<file path="src/rtl/if_pkg.sv">
// Shared definitions for the instruction fetch unit: default widths, reset PC
// and the prefetch queue entry layout.
package if_pkg;

  localparam int IF_PC_W     = 8;
  localparam int IF_INSTR_W  = 20;
  localparam int IF_RESET_PC = 0;

  typedef struct packed {
    logic [IF_PC_W-1:0]    pc;
    logic [IF_INSTR_W-1:0] instr;
  } fetch_entry_t;

endpackage

</file>
<file path="src/rtl/if_prefetch_q.sv">
// DEPTH-entry synchronous FIFO holding fetched {pc, instr} pairs; flush beats
// push/pop, and push+pop together is legal when full.
module if_prefetch_q
  import if_pkg::*;
#(
  parameter int  DEPTH   = 2,
  parameter type entry_t = fetch_entry_t,
  localparam int CW      = $clog2(DEPTH + 1)
) (
  input  logic          clk,
  input  logic          rst,
  input  logic          push,
  input  logic          pop,
  input  logic          flush,
  input  entry_t        din,
  output entry_t        dout,
  output logic [CW-1:0] count,
  output logic          full,
  output logic          empty
);

  localparam int AW = $clog2(DEPTH);

  entry_t          mem [DEPTH];
  entry_t          hold;
  logic [AW-1:0]   wr_ptr;
  logic [AW-1:0]   rd_ptr;

  assign full  = (count == CW'(DEPTH));
  assign empty = (count == '0);
  // Once drained, keep showing the most recent head rather than a stale slot.
  assign dout  = empty ? hold : mem[rd_ptr];

  always_ff @(posedge clk or posedge rst) begin
    if (rst) begin
      wr_ptr <= '0;
      rd_ptr <= '0;
      count  <= '0;
      hold   <= '0;
      for (int i = 0; i < DEPTH; i++) mem[i] <= '0;
    end else begin
      if (!empty) hold <= mem[rd_ptr];
      if (flush) begin
        wr_ptr <= '0;
        rd_ptr <= '0;
        count  <= '0;
      end else begin
        if (push) begin
          mem[wr_ptr] <= din;
          wr_ptr      <= wr_ptr + 1'b1;
        end
        if (pop) rd_ptr <= rd_ptr + 1'b1;
        case ({push, pop})
          2'b10:   count <= count + 1'b1;
          2'b01:   count <= count - 1'b1;
          default: count <= count;
        endcase
      end
    end
  end

endmodule

</file>
<file path="src/rtl/if_fetch_unit.sv">
// Instruction fetch: PC generation, combinational imem read, prefetch queue and
// valid/ready hand-off to ID, with branch redirect flushing the queue.
module if_fetch_unit
  import if_pkg::*;
#(
  parameter int PC_W     = IF_PC_W,
  parameter int INSTR_W  = IF_INSTR_W,
  parameter int DEPTH    = 2,
  parameter int RESET_PC = IF_RESET_PC,
  parameter int PC_INC   = 1
) (
  input  logic               clk,
  input  logic               rst,
  output logic [PC_W-1:0]    imem_addr,
  input  logic [INSTR_W-1:0] imem_rdata,
  input  logic               redirect,
  input  logic [PC_W-1:0]    redirect_pc,
  input  logic               out_ready,
  output logic               out_valid,
  output logic [PC_W-1:0]    out_pc,
  output logic [INSTR_W-1:0] out_instr,
  output logic [PC_W-1:0]    fetch_pc
);

  typedef struct packed {
    logic [PC_W-1:0]    pc;
    logic [INSTR_W-1:0] instr;
  } entry_t;

  localparam int CW = $clog2(DEPTH + 1);

  entry_t          q_din;
  entry_t          q_dout;
  logic [CW-1:0]   q_count;
  logic            q_full;
  logic            q_empty;
  logic            push;
  logic            pop;
  logic            unused_count;

  assign unused_count = ^q_count;

  // Redirect masks valid in its own cycle so ID never takes a wrong-path word.
  assign out_valid = !q_empty && !redirect;
  assign pop       = out_valid && out_ready;
  assign push      = !redirect && (!q_full || pop);

  assign imem_addr   = fetch_pc;
  assign q_din.pc    = fetch_pc;
  assign q_din.instr = imem_rdata;
  assign out_pc      = q_dout.pc;
  assign out_instr   = q_dout.instr;

  always_ff @(posedge clk or posedge rst) begin
    if (rst)           fetch_pc <= PC_W'(RESET_PC);
    else if (redirect) fetch_pc <= redirect_pc;
    else if (push)     fetch_pc <= fetch_pc + PC_W'(PC_INC);
  end

  if_prefetch_q #(
    .DEPTH   (DEPTH),
    .entry_t (entry_t)
  ) u_q (
    .clk   (clk),
    .rst   (rst),
    .push  (push),
    .pop   (pop),
    .flush (redirect),
    .din   (q_din),
    .dout  (q_dout),
    .count (q_count),
    .full  (q_full),
    .empty (q_empty)
  );

endmodule

</file>
<file path="config.mk">
export PLATFORM = sky130hd
export DESIGN_NAME = if_fetch_unit
export DESIGN_NICKNAME = d
export VERILOG_FILES = /design/src/rtl/if_pkg.sv /design/src/rtl/if_prefetch_q.sv /design/src/rtl/if_fetch_unit.sv
export SDC_FILE = /design/constraint.sdc
export NUM_CORES = 1
export LEC_CHECK = 0
export ABC_AREA = 0
export BUFFER_PORTS_ARGS = -buffer_cell sky130_fd_sc_hd__buf_2
export CAP_MARGIN = 20
export CELL_PAD_IN_SITES_DETAIL_PLACEMENT = 0
export CELL_PAD_IN_SITES_GLOBAL_PLACEMENT = 1
export CORE_ASPECT_RATIO = 0.75
export CORE_UTILIZATION = 48
export CTS_CLUSTER_SIZE = 16
export DETAILED_ROUTE_END_ITERATION = 10
export PLACE_DENSITY = 0.91
export SLEW_MARGIN = 20
export SYNTH_ARGS = -nofsm -noshare
export SYNTH_HDL_FRONTEND = slang
export SYNTH_SLANG_ARGS = --single-unit
</file>
<file path="constraint.sdc">
create_clock -name clk -period 8.5 [get_ports clk]
set_input_delay 1.275 -clock clk [delete_from_list [all_inputs] [get_ports clk]]
set_output_delay 1.275 -clock clk [all_outputs]
set_load 0.05 [all_outputs]
</file>
==> results of run 1 <==
==> final timing paths <==
path	startpoint	to	slack, ns
setup / recovery	u_q.count[0]$_DFFE_PP0P_	out_instr[15]	4.93
hold reg to reg	u_q.mem[20]$_DFFE_PP0P_	u_q.mem[20]$_DFFE_PP0P_	0.49
min in group asynchronous	rst	u_q.hold[11]$_DFF_PP0_	0.82
setup reg to reg	u_q.count[0]$_DFFE_PP0P_	u_q.mem[53]$_DFFE_PP0P_	5.54
hold / removal	u_q.mem[20]$_DFFE_PP0P_	u_q.mem[20]$_DFFE_PP0P_	0.49
max in group asynchronous	rst	u_q.rd_ptr$_DFFE_PP0P_	6.70
==> per-stage QoR <==
stage                     hold WS [ns]  utilization, %  instance area [sq um]
after floorplan                  0.458               -                   4100
after global placement           0.469            55.1                   4460
after detailed placement         0.475            55.1                   4460
after CTS                        0.489            59.1                   4780
after global routing             0.507            59.2                   4790
final                            0.487            59.2                   4790
==> cell usage after synthesis <==
master and number:
dfrtp_1 96, mux2_2 53, o21ai_0 35, a21boi_0 1, mux2i_1 31, and3b_1 1
a211oi_1 2, ha_1 3, buf_4 8, buf_2 3, nand3_1 2, xnor2_1 8
inv_1 3, a22oi_1 1, mux2_1 3, nand2b_1 1, a21oi_1 2, nor3_1 1
a211oi_4 1, nor2_1 5, buf_6 6, xor2_1 1, nand2_1 39, nor2b_1 2
nand2_2 1, clkbuf_1 9
==> area by class of cell <==
type	count	area [sq um]
tap	105	131
clock inverter	4	76.3
multi-input combinational	193	1510
clock buffer	12	246
timing repair buffer	79	407
inverter	3	13.8
sequential	96	2400
fill	663	3310
==> layer usage <==
layer	wire, microns	track usage [%]
met2	3490	28.4
met1	3800	25.5
met3	308	5.79
met5	0	0
met4	70	6.35
==> state kept, by name, indices dropped and copies added (netlist names) <==
register    cells
fetch_pc        8
u_q.count       2
u_q.hold       28
u_q.mem        56
u_q.rd_ptr      1
u_q.wr_ptr      1
==> worst max-delay path, cell delays in order, from the launching register on <==
cell     delay, ns
dfrtp_1       0.39
inv_1         0.09
ha_2          0.81
o21ai_0       0.36
buf_2         0.30
==> logic make-up after synthesis <==
kind of cell	share of synthesized area, %
XOR/XNOR	1.92
AO/OA/AOI/OAI	5.74
AND/OR/NAND/NOR	5.22
multiplexers	23.0
adder cells (fa/ha/maj)	0.916
flip-flops	58.6
buffers and inverters	4.58
==> flow_metrics.tcl, run 1 <==
set metrics [dict create \
    nNetsFinal 417 \
    yosysSeqAreaShare_pct 58.6 \
    hold_viol 0 \
    yosysTopAreaCellShare_pct 58.6 \
    initial_utilization_pct 50.6 \
    grt_start_max_net_pins 88 \
    synthCells 318 \
    die_h_microns 82.0 \
    dr.pass1.iters 4 \
    gp_congestion 0.737 \
    hp-class "reg2reg" \
    critPathMaxFanout 58 \
    clkTransAtPathRegs_ns 0.06 \
    numCtsBuffers 9 \
    drt-initial-drc-count 112 \
    worstPathArrival_ns 2.29 \
    dr_total_vias 2518 \
    synth_nets 353 \
    end_kind "output port" \
    synthesis.area_sq_um 4100 \
    area_growth_pct 16.9 \
    cts_setup_buffers 0 \
    ys_types 26 \
    layout_commonest_cell "dfrtp_1" \
    place_ws_ns 5.27 \
    antennaDiodeCount 0 \
    htreeDepth 3 \
    ant_nets 0 \
    yosys.area.top_type "dfrtp_1" \
    rsz0062_at_grt "false" \
    ys_warn_count 0 \
    clk_path_buf_depth 2 \
    drt-vias-per-instance 5.12 \
    grt_antenna_before_repair 0 \
    clk_latency_ns 0.34 \
    num_io_pins 77 \
    clock_sinks 96 \
    synth.avg_cell_area_sq_um 12.9 \
    yosys_register_bits 96 \
    fin_cells 492 \
    status "completed" \
    die_area_sq_um 8910 \
    finalSetupTns_ns 0 \
    cts_tree "yes" \
    wl_microns 7670 \
    fin_ws_ns 4.93 \
    min_period_ns 3.57 \
    wl_per_cell_microns 15.6 \
    dp_cells 476 \
    hold_path_depth 1 \
    ff2ff_path_depth 6 \
    cts_resized 0 \
    die_w_microns 109 \
    grt.total_usage_pct 18.7 \
    drv_slew 0 \
    tightest_slew_ns 0.939 \
    required_ns 7.22 \
    grt_pass1_wl_microns 12200 \
    critPathKind "reg2out" \
    rows 28 \
    drive_gt1_share_pct 39.0 \
    grt_overflow_total 0 \
    final_cell_mix "dfrtp_1, buf_2, mux2_2" \
    finalSetupViolations 0 \
    cts_hold_buf 0 \
    coreArea_sq_um 8090 \
    skew_ns 0.00775 \
    startpoint_type "flop" \
    dp.final_hpwl_microns 4930 \
    remaining_drc_errors 0 \
    io_buffers 76 \
    relSlewSlack_pct 37.4 \
    fmax_ghz 0.280 \
    grt_pass1_vias 2473 \
    cts_root_buf "clkbuf_16" \
    ys_top_cells_by_area "dfrtp_1, mux2_2, mux2i_1, o21ai_0, nand2_1" \
    min_period_over_period_pct 42.0 \
    cap_violations 0 \
]
Power of run 1 is not shown: default switching activity piles up to over one toggle a cycle in this logic, so the estimate is an artifact.
==> run 2, diff against run 1 <==
CORE_UTILIZATION = 40   (was 48)
PLACE_DENSITY = 0.81   (was 0.91)
clock period = 3.15 ns   (was 8.5 ns; I/O delays follow)
==> run 2 against run 1 <==
  * Register-to-register slack lost 4.7 ns
  * Count of clock-buffer cells in the layout down 2
  * Sequential share of layout area shrank 0.57 points
  * Hold slack got worse by 0.29 ns
  * Critical path depth grew 2
  * Core utilization is 9.8 points lower
  * Largest cell class unchanged
  * Sequential cell count is the same
  * Setup slack worse by 4.3 ns
==> flow_metrics.tcl, run 2 (synthesized netlist as in run 1, its figures left out) <==
set metrics [dict create \
    cp_top_family "buffers and inverters" \
    cts_setup_buffers 0 \
    cts_resized 0 \
    remaining_drc_errors 0 \
    grt_pass1_wl_microns 13000 \
    clk_latency_ns 0.34 \
    cp_num_buf_inv 3 \
    wl_microns 8020 \
    clk_path_buf_depth 2 \
    critPathKind "reg2out" \
    grt_antenna_before_repair 0 \
    clock_sinks 96 \
    die_h_microns 89.6 \
    finalSetupViolations 0 \
    htreeDepth 3 \
    grt.total_usage_pct 16.2 \
    end_kind "output port" \
    layout_commonest_cell "dfrtp_1" \
    grt_start_max_net_pins 58 \
    slowest_stage "buf_4" \
    drt-initial-drc-count 107 \
    largest_register_ffs 56 \
    slowest_delay_ns 0.43 \
    required_ns 2.68 \
    status "completed" \
    antennaDiodeCount 0 \
    numCtsBuffers 9 \
    dp.final_hpwl_microns 5410 \
    die_w_microns 119 \
    startpoint_type "flop" \
    wl_per_cell_microns 15.3 \
    drt-vias-per-instance 4.85 \
    area_growth_pct 18.2 \
    reg.largest.list "u_q.mem: 56 flops, u_q.hold: 28 flops, fetch_pc: 8 flops" \
    min_period_ns 2.50 \
    cts_root_buf "clkbuf_16" \
    crit_chain "inv_1, ha_2, buf_4, nand2_1, o21ai_0, buf_2" \
    drive_gt1_share_pct 40.3 \
    gp_congestion 0.674 \
    fmax_ghz 0.399 \
    hold_viol 0 \
    reg2reg_slack_ns 0.80 \
    cts_tree "yes" \
    die_area_sq_um 10700 \
    dr.pass1.iters 4 \
    skew_ns 0.00463 \
    grt_overflow_total 0 \
    cts_hold_buf 0 \
    nNetsFinal 422 \
    dr_total_vias 2543 \
    drv_slew 0 \
    cap_violations 0 \
    io_buffers 76 \
    clkTransAtPathRegs_ns 0.06 \
    rows 31 \
    grt_pass1_vias 2569 \
    critPathMaxFanout 57 \
    ant_nets 0 \
    coreArea_sq_um 9810 \
    finalSetupTns_ns 0 \
    final_cell_mix "dfrtp_1, buf_2, mux2_2" \
    tightest_slew_ns 0.587 \
    rsz0062_at_grt "false" \
    largest-register "u_q.mem" \
    num_io_pins 77 \
    initial_utilization_pct 41.7 \
    min_period_over_period_pct 79.5 \
    hp-class "in2async" \
    relSlewSlack_pct 60.7 \
    worstPathArrival_ns 2.03 \
]
-- run 2: cell types whose count changed in the layout (fill, tap and decap cells not counted), sizes merged --
cell and delta:
clkinv +5, buf +5, clkbuf -2, bufinv -1, clkinvlp -1, inv -1
-- run 2: worst register-to-register path, cell delays in order (launching register included) --
cell      delay (ns)
dfrtp_1         0.35
inv_1           0.07
ha_2            0.18
nand2b_1        0.32
a211oi_4        0.64
buf_4           0.32
mux2_2          0.36
-- run 2: area by class of cell --
type	count	area, sq um
fillers	908	4970
flip-flops and latches	96	2400
multi-input cells	193	1510
repair buffers	84	453
clock buffers	10	239
well taps	132	165
clock inverters	6	58.8
inverters	3	13.8
-- run 2: worst paths after layout --
| kind | start | endpoint | depth (start not counted) |
|---|---|---|---|
| max | u_q.count[0]$_DFFE_PP0P_ | out_instr[9] | 6 |
| min | rst | u_q.hold[16]$_DFF_PP0_ | 2 |
| max reg2reg | u_q.count[0]$_DFFE_PP0P_ | u_q.mem[29]$_DFFE_PP0P_ | 6 |
| min reg2reg | u_q.hold[11]$_DFF_PP0_ | u_q.hold[11]$_DFF_PP0_ | 2 |
| max in group asynchronous | rst | u_q.mem[53]$_DFFE_PP0P_ | 3 |
| min in group clk | redirect_pc[2] | fetch_pc[2]$_DFFE_PP0P_ | 3 |
-- run 2: routing by layer --
| layer | part of all wire [%] | track usage [%] | vias to the layer above | routed length (microns) |
|---|---|---|---|---|
| met2 | 45 | 24.8 | 49 | 3600 |
| li1 | - | - | 1217 | - |
| met5 | 0 | 0 | - | 0 |
| met3 | 4.1 | 5.11 | 12 | 329 |
| met4 | 1.3 | 5.18 | 0 | 103 |
| met1 | 50 | 22.3 | 1265 | 3980 |
-- run 2: through the flow --
stage | std cells | hold slack [ns] | utilization (%) | instance area [sq um] | setup slack (ns)
floorplan | 318 | 0.458 | - | 4100 | 0.172
global placement | 508 | 0.469 | 46.3 | 4540 | 0.887
detailed placement | 508 | 0.480 | 46.3 | 4540 | 0.831
CTS | 524 | 0.210 | 49.3 | 4840 | 0.619
global route | 524 | 0.242 | 49.3 | 4840 | 0.460
finish | 524 | 0.197 | 49.3 | 4840 | 0.645
Power of run 2 is left out for the same reason.
